[config.mk]
export PLATFORM = sky130hd
export DESIGN_NAME = s1_serial_tx_flat
export DESIGN_NICKNAME = d
export VERILOG_FILES = /design/src/rtl/s1_serial_tx_if.sv /design/src/rtl/s1_serial_tx.sv /design/src/flat_wrapper.sv
export SDC_FILE = /design/constraint.sdc
export NUM_CORES = 1
export LEC_CHECK = 0
export ABC_AREA = 1
export CORE_MARGIN = 4
export CORE_UTILIZATION = 55
export DETAILED_ROUTE_END_ITERATION = 10
export PLACE_DENSITY_LB_ADDON = 0.12
export SLEW_MARGIN = 20
export SYNTH_ARGS = -nofsm -noshare
export SYNTH_HDL_FRONTEND = slang
export SYNTH_SLANG_ARGS = --single-unit
[constraint.sdc]
create_clock -name clk -period 2.7 [get_ports clk]
set_clock_uncertainty 0.1 [all_clocks]
set_input_delay 0.27 -clock clk [delete_from_list [all_inputs] [get_ports clk]]
set_output_delay 0.27 -clock clk [all_outputs]
set_load 0.01 [all_outputs]
[src/rtl/s1_serial_tx_if.sv]
// -----------------------------------------------------------------------------
// s1_serial_tx_if
// Purpose : Bundles the RB1 source-buffer read port and the S2-facing serial
//           link (sen/sd) together with the completion flag of s1_serial_tx.
// Signals :
//   RB1_RW  - RB1 read/write select (1 = read)
//   RB1_A   - RB1 word address, 0..17
//   RB1_D   - RB1 write data (never used for writing)
//   RB1_Q   - RB1 read data, valid the cycle after RB1_A
//   sen     - serial frame enable, active low
//   sd      - serial data bit, valid while sen = 0
//   S1_done - all eight packets sent, sticky until reset
// Modports: master = transmitter side, slave = buffer/receiver side.
// -----------------------------------------------------------------------------
interface s1_serial_tx_if;
   logic       RB1_RW;
   logic [4:0] RB1_A;
   logic [7:0] RB1_D;
   logic [7:0] RB1_Q;
   logic       sen;
   logic       sd;
   logic       S1_done;

   modport master (
      output RB1_RW, RB1_A, RB1_D, sen, sd, S1_done,
      input  RB1_Q
   );

   modport slave (
      input  RB1_RW, RB1_A, RB1_D, sen, sd, S1_done,
      output RB1_Q
   );
endinterface

[src/rtl/s1_serial_tx.sv]
// -----------------------------------------------------------------------------
// s1_serial_tx
// Purpose : Reads the 18 x 8-bit buffer RB1, transposes it into eight 18-bit
//           columns and sends each column to S2 as a 21-bit packet
//           (3-bit packet address, then 18 data bits, MSB first) framed by an
//           active-low sen. GAP_CYCLES idle cycles follow every packet.
// Ports   :
//   clk     - system clock, rising edge
//   rst     - synchronous active-high reset
//   tx_hold - (only with S1_TX_HOLD_EN) stretch the inter-packet gap
//   bus     - s1_serial_tx_if.master: RB1 read port, sen/sd, S1_done
// Options :
//   S1_TX_HOLD_EN - when defined, adds the tx_hold input. Holding it high on
//                   the last gap cycle keeps the link idle until it drops.
// Parameter: GAP_CYCLES - idle cycles after every packet, 1..15
// -----------------------------------------------------------------------------
module s1_serial_tx #(
   parameter int GAP_CYCLES = 2
) (
   input  logic           clk,
   input  logic           rst,
`ifdef S1_TX_HOLD_EN
   input  logic           tx_hold,
`endif
   s1_serial_tx_if.master bus
);

   localparam logic [4:0] LOAD_LAST = 5'd18;
   localparam logic [4:0] WORD_LAST = 5'd17;
   localparam logic [4:0] BIT_LAST  = 5'd20;
   localparam logic [2:0] PKT_LAST  = 3'd7;
   localparam logic [3:0] GAP_LAST  = 4'(GAP_CYCLES - 1);

   typedef enum logic [1:0] {
      ST_LOAD,
      ST_SEND,
      ST_GAP,
      ST_DONE
   } state_t;

   state_t     r_state, w_state_next;
   logic [4:0] r_load_cnt, w_load_cnt_next;   // LOAD cycle index 0..18
   logic [4:0] r_word_cnt, w_word_cnt_next;   // RB1 address, saturates at 17
   logic [4:0] r_bit_cnt, w_bit_cnt_next;     // bit currently on sd, 0..20
   logic [3:0] r_gap_cnt, w_gap_cnt_next;
   logic [2:0] r_pkt_cnt, w_pkt_cnt_next;
   logic       r_sen, w_sen_next;
   logic       r_sd, w_sd_next;
   logic       r_done, w_done_next;

   logic            w_hold;
   logic            w_capture;
   logic [4:0]      w_cap_pos;
   logic [7:0][17:0] w_cols;
   logic [2:0]      w_tx_pkt;
   logic [4:0]      w_tx_bit;
   logic [20:0]     w_tx_word;
   logic            w_tx_bit_val;

`ifdef S1_TX_HOLD_EN
   assign w_hold = tx_hold;
`else
   assign w_hold = 1'b0;
`endif

   // --------------------------------------------------------------------------
   // Capture and transpose. Word k arrives during LOAD cycle k+1; its bit j
   // goes straight into column j at position 17-k, so word 0 ends up as the
   // MSB of every column and the packet data can be read out without a
   // separate transpose step.
   // --------------------------------------------------------------------------
   assign w_capture = (r_state == ST_LOAD) && (r_load_cnt != 5'd0);
   assign w_cap_pos = LOAD_LAST - r_load_cnt;

   for (genvar gi = 0; gi < 8; gi++) begin : g_col
      logic [17:0] r_col;

      always_ff @(posedge clk) begin
         if (w_capture) begin
            r_col[w_cap_pos] <= bus.RB1_Q[gi];
         end
      end

      assign w_cols[gi] = r_col;
   end

   // --------------------------------------------------------------------------
   // Bit selection for the next sd value. sd is registered, so at every edge
   // we pick the bit that will be on the wire during the following cycle:
   // the next bit of the current packet while sending, or bit 20 (addr[2])
   // of the upcoming packet when a packet is about to start. On the last
   // LOAD edge only the address bit is needed, so the final captured word
   // does not have to be bypassed.
   // --------------------------------------------------------------------------
   always_comb begin
      w_tx_pkt = r_pkt_cnt;
      w_tx_bit = 5'd0;
      if ((r_state == ST_SEND) && (r_bit_cnt != BIT_LAST)) begin
         w_tx_bit = r_bit_cnt + 5'd1;
      end
      if (r_state == ST_GAP) begin
         w_tx_pkt = r_pkt_cnt + 3'd1;
      end
   end

   assign w_tx_word    = {w_tx_pkt, w_cols[w_tx_pkt]};
   assign w_tx_bit_val = w_tx_word[BIT_LAST - w_tx_bit];

   // --------------------------------------------------------------------------
   // Next-state and next-output logic
   // --------------------------------------------------------------------------
   always_comb begin
      w_state_next    = r_state;
      w_load_cnt_next = r_load_cnt;
      w_word_cnt_next = r_word_cnt;
      w_bit_cnt_next  = r_bit_cnt;
      w_gap_cnt_next  = r_gap_cnt;
      w_pkt_cnt_next  = r_pkt_cnt;
      w_sen_next      = 1'b1;
      w_sd_next       = 1'b0;
      w_done_next     = r_done;

      unique case (r_state)
         ST_LOAD: begin
            if (r_word_cnt != WORD_LAST) begin
               w_word_cnt_next = r_word_cnt + 5'd1;
            end
            if (r_load_cnt == LOAD_LAST) begin
               w_state_next   = ST_SEND;
               w_bit_cnt_next = 5'd0;
               w_sen_next     = 1'b0;
               w_sd_next      = w_tx_bit_val;
            end else begin
               w_load_cnt_next = r_load_cnt + 5'd1;
            end
         end

         ST_SEND: begin
            if (r_bit_cnt == BIT_LAST) begin
               w_state_next   = ST_GAP;
               w_bit_cnt_next = 5'd0;
               w_gap_cnt_next = 4'd0;
            end else begin
               w_bit_cnt_next = r_bit_cnt + 5'd1;
               w_sen_next     = 1'b0;
               w_sd_next      = w_tx_bit_val;
            end
         end

         ST_GAP: begin
            if (r_gap_cnt != GAP_LAST) begin
               w_gap_cnt_next = r_gap_cnt + 4'd1;
            end else if (!w_hold) begin
               // Gap over: either finish or launch the next packet. The
               // packet counter stops at 7 rather than wrapping.
               w_gap_cnt_next = 4'd0;
               if (r_pkt_cnt == PKT_LAST) begin
                  w_state_next = ST_DONE;
                  w_done_next  = 1'b1;
               end else begin
                  w_state_next   = ST_SEND;
                  w_pkt_cnt_next = r_pkt_cnt + 3'd1;
                  w_bit_cnt_next = 5'd0;
                  w_sen_next     = 1'b0;
                  w_sd_next      = w_tx_bit_val;
               end
            end
         end

         ST_DONE: begin
            w_done_next = 1'b1;
         end
      endcase
   end

   // --------------------------------------------------------------------------
   // State and output registers
   // --------------------------------------------------------------------------
   always_ff @(posedge clk) begin
      if (rst) begin
         r_state    <= ST_LOAD;
         r_load_cnt <= 5'd0;
         r_word_cnt <= 5'd0;
         r_bit_cnt  <= 5'd0;
         r_gap_cnt  <= 4'd0;
         r_pkt_cnt  <= 3'd0;
         r_sen      <= 1'b1;
         r_sd       <= 1'b0;
         r_done     <= 1'b0;
      end else begin
         r_state    <= w_state_next;
         r_load_cnt <= w_load_cnt_next;
         r_word_cnt <= w_word_cnt_next;
         r_bit_cnt  <= w_bit_cnt_next;
         r_gap_cnt  <= w_gap_cnt_next;
         r_pkt_cnt  <= w_pkt_cnt_next;
         r_sen      <= w_sen_next;
         r_sd       <= w_sd_next;
         r_done     <= w_done_next;
      end
   end

   // RB1 is only ever read.
   assign bus.RB1_RW  = 1'b1;
   assign bus.RB1_A   = r_word_cnt;
   assign bus.RB1_D   = 8'h00;
   assign bus.sen     = r_sen;
   assign bus.sd      = r_sd;
   assign bus.S1_done = r_done;

endmodule
[src/flat_wrapper.sv]
// flat-port wrapper written by rule: the top's interface ports become plain ports
module s1_serial_tx_flat 
#(
   parameter int GAP_CYCLES = 2
)
  (clk, rst, bus_RB1_RW, bus_RB1_A, bus_RB1_D, bus_sen, bus_sd, bus_S1_done, bus_RB1_Q);
  s1_serial_tx_if bus_i ();
  input  logic clk;
  input  logic rst;
  output wire logic [$bits(bus_i.RB1_RW)-1:0] bus_RB1_RW;
  output wire logic [$bits(bus_i.RB1_A)-1:0] bus_RB1_A;
  output wire logic [$bits(bus_i.RB1_D)-1:0] bus_RB1_D;
  output wire logic [$bits(bus_i.sen)-1:0] bus_sen;
  output wire logic [$bits(bus_i.sd)-1:0] bus_sd;
  output wire logic [$bits(bus_i.S1_done)-1:0] bus_S1_done;
  input wire logic [$bits(bus_i.RB1_Q)-1:0] bus_RB1_Q;
  assign bus_RB1_RW = bus_i.RB1_RW;
  assign bus_RB1_A = bus_i.RB1_A;
  assign bus_RB1_D = bus_i.RB1_D;
  assign bus_sen = bus_i.sen;
  assign bus_sd = bus_i.sd;
  assign bus_S1_done = bus_i.S1_done;
  assign bus_i.RB1_Q = bus_RB1_Q;
  s1_serial_tx #(.GAP_CYCLES(GAP_CYCLES)) u_core (.clk(clk), .rst(rst), .bus(bus_i));
endmodule
## Yosys cells after proc, flatten, opt, wreduce, memory -nomap -nowiden

Cells that the tools add are included.

| word-level totals | value |
|---|---|
| logic and storage cells | 102 |
| register bits | 171 |

| cells by class | value |
|---|---|
| eq/ne operators | 14 |
| add/subtract/negate cells | 7 |
| $lt $le $gt $ge | 4 |
| reduce and logical (&&, ||, !) cells | 15 |
| muxes and demuxes | 42 |
| bitwise gates (word level) | 3 |

Operators by type and width:

| operator | number |
|---|---|
| $bwmux 18 | 8 |
| $bmux 18 s3 | 1 |
| $mux 5 | 5 |
| $mux 18 | 1 |
| $add 5x1->5 const B | 3 |
| $pmux 5 s3 | 1 |
| $lt 5x6->1 const B | 2 |
| $mux 1 | 12 |
| $eq 5x5->1 const B | 2 |
| $ne 2x2->1 const B | 5 |
| $ne 5x5->1 const B | 2 |
| $sub 5x5->5 const A | 2 |
| $mux 2 | 4 |
| $mux 4 | 2 |
| $pmux 4 s2 | 1 |
| $reduce_and 4->1 | 2 |
| $pmux 1 s3 | 2 |
| $pmux 2 s3 | 1 |
| $reduce_and 2->1 | 3 |
| $reduce_and 3->1 | 2 |
| $bmux 1 s5 | 1 |
| $demux 1 s5 | 1 |
| $ge 5x1->1 const B | 1 |
| $reduce_bool 5->1 | 1 |
| 14 further kinds | 20 |

## Longest topological paths before layout

| depth | value |
|---|---|
| depth after elaboration | 9 |
| mapped depth | 21 |
| depth with buffers taken out | 19 |

## Worst setup path before layout

No wires, ideal clock.

| timing path | value |
|---|---|
| kind | register to register |
| start | register u_core.r_bit_cnt[0] |
| end | register u_core.r_sd (netlist: u_core.bus.sd) |
| library setup time | 0.064 ns |
| path buffers | 0 |
| cell stages (with the launch flop) | 19 |
| setup slack | 0.575 ns |
| arrival time | 1.961 ns |
| path through | dfxtp_1 > inv_1 > ha_1 > nand2_1 > inv_1 > nand2_2 > nand2_2 > inv_1 > nand2_1 > ha_1 > inv_1 > nand2_1 > nor2_1 > nand2_1 > nand3_1 > nand2_1 > nor2_1 > nor2_1 > nor2_1 |

| on the way | value |
|---|---|
| word-level cells in the longest chain between the ends | 9 |
| elaborated cells on any way between the ends | 13 |
| those cells by class | add/sub: 2; eq/ne: 2; mux: 8; reduce/logical: 1 |

RTL lines:

| what | line | text |
|---|---|---|
| start: declaration | s1_serial_tx.sv:44 | `logic [4:0] r_bit_cnt, w_bit_cnt_next;` |
| start signal: assignment | s1_serial_tx.sv:194 | `r_bit_cnt <= w_bit_cnt_next;` |
| parallel branches: the longest is 8 deep, another holds $add 5x1->5 | -- |  |
| $pmux 1 s3 (*) | s1_serial_tx.sv:123 | `unique case (r_state)` |
| end signal: assignment | s1_serial_tx.sv:198 | `r_sd <= w_sd_next;` |
| end: declaration | s1_serial_tx.sv:48 | `logic r_sd, w_sd_next;` |

Every way passes the cells marked *. The select of a mux whose other input is x is not followed.
A chain may end at the register's enable or synchronous reset.

## Worst setup path after layout

Same ends and word-level chain as after synthesis.

==> impl_metrics.toml <==
[drt]
dr.pass1.iters = 5
vias = 5466
final_antenna_net_count = 0
first_iter_violations = 569
wire_per_inst_um = 17.9
viasPerCell = 5.54
routed_wl_mm = 17.7
drc = 0

[setup_path]
path_class = "register to register"
r2r_setup_slack_ns = 0.19
worstRegToRegCells = 18
required_ns = 2.97
cp_data_arrival_time_ns = 2.78
cp_max_fo = 8
critPathLaunchType = "register"
r2r_end = "u_core.bus.sd"
reg2reg_from = "u_core.r_bit_cnt[0]"
critPathCaptureType = "register"

[min_path]
hold_class = "register to register"
min-delay-start = "u_core.bus.S1_done"
worstHoldEndpoint = "u_core.bus.S1_done"
min_path_cells = 2

[sta]
slew_viol_final = 0
hold_violations = 0
whs_ns = 0.377
fmax_mhz = 399
slew_headroom_pct = 38.3
timing.setup.tns_ns = 0
period_minus_slack_ns = 2.51
grt_setup_unrepaired = "no"
finalCritPeriodShare_pct = 92.9
tightestPinTransition_ns = 0.923
setup_viol = 0

[synthesis]
syn_inst = 752
synth_seq_cells = 171
synthArstFlopShare_pct = 0
synth_edf_count = 144
synth_area_mm2 = 0.00772
avgSynthCellArea_um2 = 10.3
ys_warn_count = 0
synth_flop_cell = "edfxtp_1"
seq_area_frac_synth_pct = 63.0
yosysUniqueCellTypes = 34

[floorplanning]
start_util_pct = 55.8
fp.coreArea_mm2 = 0.0138
die_area_mm2 = 0.0160
ioPinCount = 27
std_cell_rows = 43
die_x_um = 126
die_y_um = 126

[clock_tree]
cts_setup_buffers = 0
hold_buffers = 0
cts.clk_slew.worst_paths_ns = 0.06
clk_latency_ns = 0.43
cts_buffers = 17
cts_root_buf = "clkbuf_16"
h-tree-depth = 4
cts_sinks = 171
clockBufferDepth = 2
cts_tree = "done"

[place]
dpl-instance-area_mm2 = 0.00823
gp_congestion = 0.858
port_buffers = 17
dpl.cell_count = 957
hpwlAfterDp_mm = 10.7

[final_layout]
drive_gt1_share_pct = 10.3
design_area_mm2 = 0.00881
fillers = 1117
utilization_pct = 63.7
fin_nets = 825
syn2layout_area_growth_pct = 14.2
antenna_cells = 0
fin_cells = 987

[global_routing]
grt_pass1_vias = 5373
grt_antenna_before_repair = 0
grt_max_degree = 40
grt.overflow.total = 0
grt_pass1_wl_mm = 28.5
track_usage_pct = 23.1

[pwr]
power.leakage_uw = 0.00334
peakVddDrop_mv = 0.610
p_per_area_mw_per_mm2 = 960

[flow_run]
maxCapViolations = 0

[run_status]
status = "finished, final reports clean"
## Yosys cell counts (2+ instances only)
cell type  instances  area share (%)
nand2_1          202             9.8
edfxtp_1         144              56
nand3_1          114             7.4
nor2_1            60             2.9
inv_1             48             2.3
a21oi_1           28             1.8
dfxtp_1           27             7.0
o21ai_0           23             1.5
ha_1              19             3.1
buf_4             18             1.8
nor3_1             9            0.58
buf_2              8            0.52
o21ai_1            7            0.45
buf_6              5            0.73
nand2_2            5            0.41
xor2_1             5            0.57
inv_2              4            0.19
a31oi_1            3            0.24
nand2_4            3            0.44
o21ai_4            3            0.63
a211oi_1           2            0.19
conb_1             2           0.097
xnor2_1            2            0.23
## critical path, stage by stage (launching register included)
cell and delay, ns:
dfxtp_1 0.36, inv_1 0.10, ha_1 0.21, nand2_1 0.06, inv_1 0.05, nand2_2 0.09
nand2_2 0.11, inv_1 0.11, nand2_1 0.09, ha_1 0.36, inv_2 0.18, nand2_1 0.07
nor2_1 0.15, nand2_1 0.07, nand3_1 0.08, nand2_1 0.05, nor2_1 0.09, nor2_1 0.05
nor2_1 0.07
## flip-flops by register name (all words and copies together), names as in the netlist
name                cells
u_core.bus.sd           1
u_core.g_col.r_col    144
u_core.r_bit_cnt        5
u_core.r_gap_cnt        4
u_core.r_load_cnt       5
u_core.r_state          2
u_core.bus.sen          1
u_core.bus.S1_done      1
u_core.r_pkt_cnt        3
u_core.bus.RB1_A        5
## cells by family (layout without fill, tap and decap cells)
family,after synthesis,after routing,share of synthesized area [%]
buffers and inverters,86,134,5.71
AND/OR/NAND/NOR,399,399,22.3
XOR/XNOR,7,7,0.794
adder cells (fa/ha/maj),19,19,3.08
AO/OA/AOI/OAI,68,68,5.03
flip-flops,171,171,63.0
other,2,9,0.0973
## power breakdown
part	switching (uW)	internal (uW)	total, uW	leakage, uW
logic	1900	938	2840	0.00155
registers	134	3090	3220	0.00152
clock network	962	1440	2400	0.000269
total	2990	5470	8460	0.00334
## layer usage
| layer | up-vias | global-route usage (%) | part of all wire (%) |
|---|---|---|---|
| li1 | 2626 | - | - |
| met1 | 2660 | 31.3 | 43 |
| met2 | 156 | 37.2 | 49 |
| met3 | 24 | 4.76 | 5.7 |
| met4 | 0 | 8.33 | 1.8 |
| met5 | - | 0 | 0 |
## layout by cell type, fill, tap and decap left out, types with 3 or more instances in the layout
| cell | instances |
|---|---|
| a21oi_1 | 28 |
| clkinvlp_4 | 5 |
| nand2_2 | 6 |
| ha_1 | 18 |
| inv_1 | 47 |
| clkbuf_16 | 17 |
| dfxtp_1 | 27 |
| xor2_1 | 5 |
| edfxtp_1 | 144 |
| buf_4 | 27 |
| nand3_1 | 114 |
| a31oi_1 | 3 |
| inv_2 | 5 |
| o21ai_0 | 23 |
| nor3_1 | 9 |
| clkdlybuf4s50_1 | 17 |
| buf_12 | 6 |
| nand2_1 | 201 |
| o21ai_4 | 3 |
| nor2_1 | 60 |
| nand2_4 | 3 |
| conb_1 | 9 |
| o21ai_1 | 7 |
| bufinv_16 | 3 |
## how the worst max path moves through the flow
stage	slack, ns	cells after the start	startpoint	end
final	0.19	18	u_core.r_bit_cnt[0]	u_core.bus.sd
after global routing	0.01	18	u_core.r_bit_cnt[0]	u_core.bus.sd
after CTS	0.05	17	u_core.r_state[0]	u_core.bus.sd
after detailed placement	0.08	17	u_core.r_state[0]	u_core.bus.sd
after global placement	0.13	18	u_core.r_bit_cnt[0]	u_core.bus.sd
after floorplan	0.58	18	u_core.r_bit_cnt[0]	u_core.bus.sd
## stage by stage
step	setup slack (ns)	total power, uW
floorplan	0.575	5230
global placement	0.126	5970
detailed placement	0.0821	6080
CTS	0.0470	8470
global route	0.0116	8980
finish	0.192	8460
## area by class of cell
cell class / count / area [um^2] / share of cell area (%)
timing repair buffer: 50 / 493 / 5.59
clock inverter: 11 / 146 / 1.66
clock buffer: 19 / 433 / 4.91
sequential: 171 / 4860 / 55.2
tap: 180 / 225 / 2.56
inverter: 54 / 209 / 2.37
multi-input combinational: 502 / 2440 / 27.7
## what timing repair did
action | CTS | global route
gates resized for setup | 0 | 4
setup endpoints to repair | 0 | 1
hold endpoints to repair | 0 | 0
(Power assumes the default switching activity.)
